--- src/rtl/prog_lut_pkg.sv ---
// Shared types and sizing helpers for the programmable truth-table evaluator.
package prog_lut_pkg;

  typedef enum logic {
    ST_RUN  = 1'b0,
    ST_LOAD = 1'b1
  } state_t;

  localparam int MAX_N_IN = 6;

  function automatic int tbl_bits(input int n_in, input int n_out);
    return n_out * (1 << n_in);
  endfunction

  // Counter must be able to represent the full table length without wrapping.
  function automatic int cnt_bits(input int tbl);
    return $clog2(tbl + 1);
  endfunction

endpackage

--- src/rtl/prog_lut_if.sv ---
// Evaluation and serial-configuration signal bundle for prog_lut.
interface prog_lut_if #(
  parameter int N_IN  = 4,
  parameter int N_OUT = 1
) ();

  logic             in_valid;
  logic [N_IN-1:0]  in_vec;
  logic             out_valid;
  logic [N_OUT-1:0] out_vec;
  logic             cfg_start;
  logic             cfg_valid;
  logic             cfg_data;
  logic             cfg_done;
  logic             busy;

  modport master (
    output in_valid, in_vec, cfg_start, cfg_valid, cfg_data,
    input  out_valid, out_vec, cfg_done, busy
  );

  modport slave (
    input  in_valid, in_vec, cfg_start, cfg_valid, cfg_data,
    output out_valid, out_vec, cfg_done, busy
  );

endinterface

--- src/rtl/prog_lut_cfg.sv ---
// Serial table loader: shadow shift register, bit counter and RUN/LOAD control.
module prog_lut_cfg
  import prog_lut_pkg::*;
#(
  parameter int TBL = 16
) (
  input  logic           clk,
  input  logic           rst,
  input  logic           i_cfg_start,
  input  logic           i_cfg_valid,
  input  logic           i_cfg_data,
  output logic           o_commit,
  output logic [TBL-1:0] o_commit_data,
  output logic           o_busy
);

  localparam int CNT_W = cnt_bits(TBL);
  localparam logic [CNT_W-1:0] LAST = CNT_W'(TBL - 1);

  state_t           r_state;
  state_t           w_state_next;
  logic [CNT_W-1:0] r_cnt;
  logic [CNT_W-1:0] w_cnt_next;
  logic [TBL-1:0]   r_shadow;
  logic [TBL-1:0]   w_shadow_next;
  logic [TBL-1:0]   w_shifted;

  // LSB-first: the first bit received ends up at bit 0 after TBL shifts.
  assign w_shifted     = {i_cfg_data, r_shadow[TBL-1:1]};
  assign o_commit_data = w_shifted;
  assign o_busy        = (r_state == ST_LOAD);

  always_ff @(posedge clk) begin
    if (rst) begin
      r_state  <= ST_RUN;
      r_cnt    <= '0;
      r_shadow <= '0;
    end else begin
      r_state  <= w_state_next;
      r_cnt    <= w_cnt_next;
      r_shadow <= w_shadow_next;
    end
  end

  always_comb begin
    w_state_next  = r_state;
    w_cnt_next    = r_cnt;
    w_shadow_next = r_shadow;
    o_commit      = 1'b0;
    case (r_state)
      ST_RUN: begin
        if (i_cfg_start) begin
          w_state_next = ST_LOAD;
          w_cnt_next   = '0;
        end
      end
      ST_LOAD: begin
        // The final bit wins over a simultaneous restart request.
        if (i_cfg_valid && (r_cnt == LAST)) begin
          o_commit      = 1'b1;
          w_shadow_next = w_shifted;
          w_cnt_next    = '0;
          w_state_next  = ST_RUN;
        end else if (i_cfg_start) begin
          w_cnt_next = '0;
        end else if (i_cfg_valid) begin
          w_shadow_next = w_shifted;
          w_cnt_next    = r_cnt + 1'b1;
        end
      end
      default: w_state_next = ST_RUN;
    endcase
  end

endmodule

--- src/rtl/prog_lut.sv ---
// Runtime-programmable truth-table evaluator with atomic table swap and
// registered outputs; evaluation continues uninterrupted while a table loads.
module prog_lut
  import prog_lut_pkg::*;
#(
  parameter int                         N_IN  = 4,
  parameter int                         N_OUT = 1,
  parameter logic [N_OUT*(2**N_IN)-1:0] INIT  = 16'h754B
) (
  input logic       clk,
  input logic       rst,
  prog_lut_if.slave bus
);

  localparam int NENT = 1 << N_IN;
  localparam int TBL  = tbl_bits(N_IN, N_OUT);

  logic [TBL-1:0]   r_active;
  logic [N_OUT-1:0] r_out_vec;
  logic             r_out_valid;
  logic             r_cfg_done;
  logic [N_OUT-1:0] w_eval;
  logic             w_commit;
  logic [TBL-1:0]   w_commit_data;
  logic             w_busy;

  prog_lut_cfg #(
    .TBL (TBL)
  ) u_cfg (
    .clk           (clk),
    .rst           (rst),
    .i_cfg_start   (bus.cfg_start),
    .i_cfg_valid   (bus.cfg_valid),
    .i_cfg_data    (bus.cfg_data),
    .o_commit      (w_commit),
    .o_commit_data (w_commit_data),
    .o_busy        (w_busy)
  );

  for (genvar gi = 0; gi < N_OUT; gi++) begin : g_fn
    logic [NENT-1:0] w_fn;
    assign w_fn       = r_active[gi*NENT +: NENT];
    assign w_eval[gi] = w_fn[bus.in_vec];
  end

  // The lookup reads r_active before the commit lands, so the commit edge
  // still evaluates against the old table.
  always_ff @(posedge clk) begin
    if (rst) begin
      r_active    <= INIT;
      r_out_vec   <= '0;
      r_out_valid <= 1'b0;
      r_cfg_done  <= 1'b0;
    end else begin
      r_cfg_done  <= w_commit;
      r_out_valid <= bus.in_valid;
      if (w_commit) begin
        r_active <= w_commit_data;
      end
      if (bus.in_valid) begin
        r_out_vec <= w_eval;
      end
    end
  end

  assign bus.out_valid = r_out_valid;
  assign bus.out_vec   = r_out_vec;
  assign bus.cfg_done  = r_cfg_done;
  assign bus.busy      = w_busy;

endmodule

--- src/flat_wrapper.sv ---
// flat-port wrapper written by rule: the top's interface ports become plain ports
module prog_lut_flat import prog_lut_pkg::*;
#(
  parameter int                         N_IN  = 4,
  parameter int                         N_OUT = 1,
  parameter logic [N_OUT*(2**N_IN)-1:0] INIT  = 16'h754B
)
  (clk, rst, bus_in_valid, bus_in_vec, bus_cfg_start, bus_cfg_valid, bus_cfg_data, bus_out_valid, bus_out_vec, bus_cfg_done, bus_busy);
  prog_lut_if #(.N_IN(N_IN), .N_OUT(N_OUT)) bus_i ();
  input logic clk;
  input logic rst;
  input wire logic [$bits(bus_i.in_valid)-1:0] bus_in_valid;
  input wire logic [$bits(bus_i.in_vec)-1:0] bus_in_vec;
  input wire logic [$bits(bus_i.cfg_start)-1:0] bus_cfg_start;
  input wire logic [$bits(bus_i.cfg_valid)-1:0] bus_cfg_valid;
  input wire logic [$bits(bus_i.cfg_data)-1:0] bus_cfg_data;
  output wire logic [$bits(bus_i.out_valid)-1:0] bus_out_valid;
  output wire logic [$bits(bus_i.out_vec)-1:0] bus_out_vec;
  output wire logic [$bits(bus_i.cfg_done)-1:0] bus_cfg_done;
  output wire logic [$bits(bus_i.busy)-1:0] bus_busy;
  assign bus_i.in_valid = bus_in_valid;
  assign bus_i.in_vec = bus_in_vec;
  assign bus_i.cfg_start = bus_cfg_start;
  assign bus_i.cfg_valid = bus_cfg_valid;
  assign bus_i.cfg_data = bus_cfg_data;
  assign bus_out_valid = bus_i.out_valid;
  assign bus_out_vec = bus_i.out_vec;
  assign bus_cfg_done = bus_i.cfg_done;
  assign bus_busy = bus_i.busy;
  prog_lut #(.N_IN(N_IN), .N_OUT(N_OUT), .INIT(INIT)) u_core (.clk(clk), .rst(rst), .bus(bus_i));
endmodule
--- config.mk ---
export PLATFORM = sky130hd
export DESIGN_NAME = prog_lut_flat
export DESIGN_NICKNAME = d
export VERILOG_FILES = /design/src/rtl/prog_lut_pkg.sv /design/src/rtl/prog_lut_if.sv /design/src/rtl/prog_lut_cfg.sv /design/src/rtl/prog_lut.sv /design/src/flat_wrapper.sv
export SDC_FILE = /design/constraint.sdc
export NUM_CORES = 1
export LEC_CHECK = 0
export CAP_MARGIN = 20
export CORE_ASPECT_RATIO = 1.1
export CORE_UTILIZATION = 59
export DETAILED_ROUTE_END_ITERATION = 6
export GPL_TIMING_DRIVEN = 0
export HOLD_SLACK_MARGIN = 0.1
export PLACE_DENSITY = 0.9
export SYNTH_ARGS = -nofsm -noshare
export SYNTH_HDL_FRONTEND = slang
export SYNTH_SLANG_ARGS = --single-unit
--- constraint.sdc ---
create_clock -name clk -period 2.6 [get_ports clk]
set_input_delay 0.52 -clock clk [delete_from_list [all_inputs] [get_ports clk]]
set_output_delay 0.52 -clock clk [all_outputs]
set_load 0.01 [all_outputs]
==> impl_metrics.yaml <==
finish:
  layout-drive-gt1-share_pct: 9.143
  area_delta_synth_final_pct: 16.14
  nets: 187
  filler_cell_count: 160
  antenna-diode-count: 0
clock_network:
  cts_hold_buf: 0
  cts-resized-gates: 0
  tritoncts: "built"
  path_clk_slew_ns: 0.12
  clk_path_buf_depth: 2
  post_cts_setup_buffer_count: 0
  htreeDepth: 2
  cts_sinks: 40
  numCtsBuffers: 5
  clk_latency_ns: 0.34
  cts_root_buf: "clkbuf_4"
power:
  power.density_cell_area_nw_per_um2: 663.3
  irDropWorstVdd_mv: 0.6327
  power_report.internal_total_w: 0.0009408
  seqPwrFrac_pct: 53.0
  combPwrFrac_pct: 5.5
  leakagePower_nw: 0.6608
  p_sw_w: 0.0002294
  pwr-share-clk_pct: 41.5
  swShare_pct: 19.60
drt:
  vias: 1218
  drc: 0
  detail_routed_net_length_per_standard_cell_um: 15.50
  wl_um: 3177
  route.met2.wl_um: 1610
  detail_route.wirelength.met1_um: 1386
  post_drt_via_cell_ratio: 5.941
  first_iter_violations: 35
  drt-pass1-iter-count: 4
  met3WireLength_um: 94
  antenna_left: 0
  top_signal_layer_used: "met4"
yosys:
  synth_edf_count: 0
  netlist_top_cells_count: "40 x dfxtp_1, 33 x nand2_1, 19 x a21oi_1"
  synthesis.nets: 169
  yosys.cell_types.count: 29
  synthTopCellsByArea: "dfxtp_1 53%, nand2_1 8.2%, a21oi_1 6.3%, o22a_1 5.2%, a22o_1 4.0%"
  yosys_warnings: 0
  synth-async-reset-ratio_pct: 0
  ys_seq_area_share_pct: 52.72
  post-synth-top-area-fraction_pct: 52.72
  ys_ff_latch: 40
  main_synth_ff_type: "dfxtp_1"
  synthesis.area_per_instance_um2: 9.675
  netlist.top_cell.by_area: "dfxtp_1"
  post_synthesis_instance_area_um2: 1519
  cell_count_after_synthesis: 157
  synth_most_common_cell: "dfxtp_1"
die:
  floorplan_row_count: 18
  fp.dieW_um: 50.38
  die_height_um: 55.22
  fp.dieArea_um2: 2782
  start_util_pct: 64.85
  ioPinCount: 14
  core_area_um2: 2342
timing:
  final_hold_viol_count: 0
  min_cycle_time_layout_ns: 1.964
  finalSetupTns_ns: 0
  worst_pin_slew_ns: 0.5809
  setup_violations: 0
  layout_worst_path_cycle_share_pct: 75.54
  slew_headroom_pct: 61.28
  grt_setup_unrepaired: "false"
  timing.final.ws_setup_ns: 0.6359
  maxSlewViolCount: 0
  clock-skew-final_ns: 0.01052
  fmax_ghz: 0.5091
setup_path:
  r2r-end: "u_core.g_fn[0].w_fn[0]"
  r2r_cells: 7
  required_ns: 2.84
  worst_r2r_startpoint: "u_core.u_cfg.r_cnt[0]"
  worst_ep_arrival_time_ns: 2.20
  crit_fanout: 10
  worst_setup_start_kind: "register"
  timing.setup.critical_path_class: "register to register"
  r2r_setup_slack_ns: 0.64
  worstSetupEndpointType: "register"
worst_hold_path:
  whs_endpoint: "u_core.u_cfg.r_cnt[2]"
  min_delay_path_depth: 2
  holdCritStartpoint: "bus_cfg_start"
  min-delay-path-class: "input pin to register"
grt:
  groute.usage.overall_pct: 25.96
  grt_max_degree: 13
  antenna_found_initial: 0
  grt_pass1_vias: 1182
  grt_pass1_wl_um: 5375
  global_route.overflow_total: 0
job:
  drv_cap: 0
place:
  routabilityCongestion: 0.7424
  place.detailed.hpwl_um: 2321
  place_ws_ns: 0.5355
  port_buffers: 11
status:
  outcome: "complete, no violations"
metrics by stage:
stage / utilization (%) / cells / power (W) / cell area [µm²] / hold slack (ns)
2_1_floorplan: - / 157 / 0.0006688 / 1519 / 0.4363
3_3_place_gp: 71.15 / 198 / 0.0006948 / 1667 / 0.4412
3_5_place_dp: 71.15 / 198 / 0.0006971 / 1667 / 0.4385
4_1_cts: 75.32 / 205 / 0.001174 / 1764 / 0.4542
5_1_grt: 75.32 / 205 / 0.001204 / 1764 / 0.4682
6_report: 75.32 / 205 / 0.001170 / 1764 / 0.4647
worst max-delay path by stage:
stage                          endpoint  cells past startpoint  slack [ns]             startpoint
3_3_place_gp   u_core.u_cfg.r_shadow[5]                      4        0.55                    rst
4_1_cts          u_core.g_fn[0].w_fn[0]                      7        0.65  u_core.u_cfg.r_cnt[0]
6_report         u_core.g_fn[0].w_fn[0]                      7        0.64  u_core.u_cfg.r_cnt[0]
5_1_grt        u_core.u_cfg.r_shadow[6]                      8        0.52  u_core.u_cfg.r_cnt[0]
3_5_place_dp   u_core.u_cfg.r_shadow[6]                      4        0.54                    rst
2_1_floorplan   u_core.g_fn[0].w_fn[10]                      7        0.87  u_core.u_cfg.r_cnt[0]
flip-flops by register name (all words and copies together), names as in the netlist:
| name | flops |
|---|---|
| u_core.bus.out_vec | 1 |
| u_core.u_cfg.o_busy | 1 |
| u_core.bus.out_valid | 1 |
| u_core.g_fn.w_fn | 16 |
| u_core.u_cfg.r_shadow | 15 |
| u_core.bus.cfg_done | 1 |
| u_core.u_cfg.r_cnt | 5 |
logic make-up (layout without fill, tap and decap cells):
group | count (synthesis) | in the layout | share of synthesized area [%]
flip-flops | 40 | 40 | 52.72
AND/OR/NAND/NOR | 52 | 52 | 14.74
multiplexers | 6 | 6 | 6.096
adder cells (fa/ha/maj) | 2 | 2 | 1.647
AO/OA/AOI/OAI | 42 | 42 | 19.19
buffers and inverters | 13 | 31 | 4.448
XOR/XNOR | 2 | 2 | 1.153
critical path, stage by stage (launching register included):
cell	delay [ns]
dfxtp_1	0.41
ha_1	0.21
and3_1	0.18
ha_1	0.25
inv_2	0.08
or3_1	0.37
buf_4	0.19
o22a_1	0.19
placed cells by master, fill, tap and decap left out, drive strengths merged, types with 2 or more instances in the layout:
cell type and n:
dfxtp 40, nand2 33, a21oi 20, clkdlybuf4s50 11, o22a 9, a22o 7
nor3 7, clkbuf 7, buf 6, inv 5, nor2 4, mux2i 4
and3 2, a21o 2, xor2 2, mux4 2, a22oi 2, o2111ai 2
ha 2, bufinv 2
routing by layer:
metal,track usage (%),vias up
met4,13.49,0
met3,4.408,10
met1,30.62,587
li1,-,594
met2,44.19,27
met5,0,-
area by class of cell:
cell class                 count  area (µm²)  area share [%]
buffer                         8       46.29           2.624
clock buffer                   5       37.54           2.128
clock inverter                 2       60.06           3.404
inverter                       5       21.27           1.206
multi-input combinational    104       650.6           36.88
sequential                    40       800.8           45.39
tap                           30       37.54           2.128
timing repair buffer          11       110.1           6.241
power groups by stage:
stage | clock (W) | combinational, W | sequential (W)
floorplan | 0 | 0.0000340 | 0.000635
global placement | 0 | 0.0000615 | 0.000633
detailed placement | 0 | 0.0000635 | 0.000634
CTS | 0.000490 | 0.0000645 | 0.000620
global route | 0.000513 | 0.0000709 | 0.000620
finish | 0.000486 | 0.0000649 | 0.000620
No activity file was read; power rests on OpenSTA's default activity.
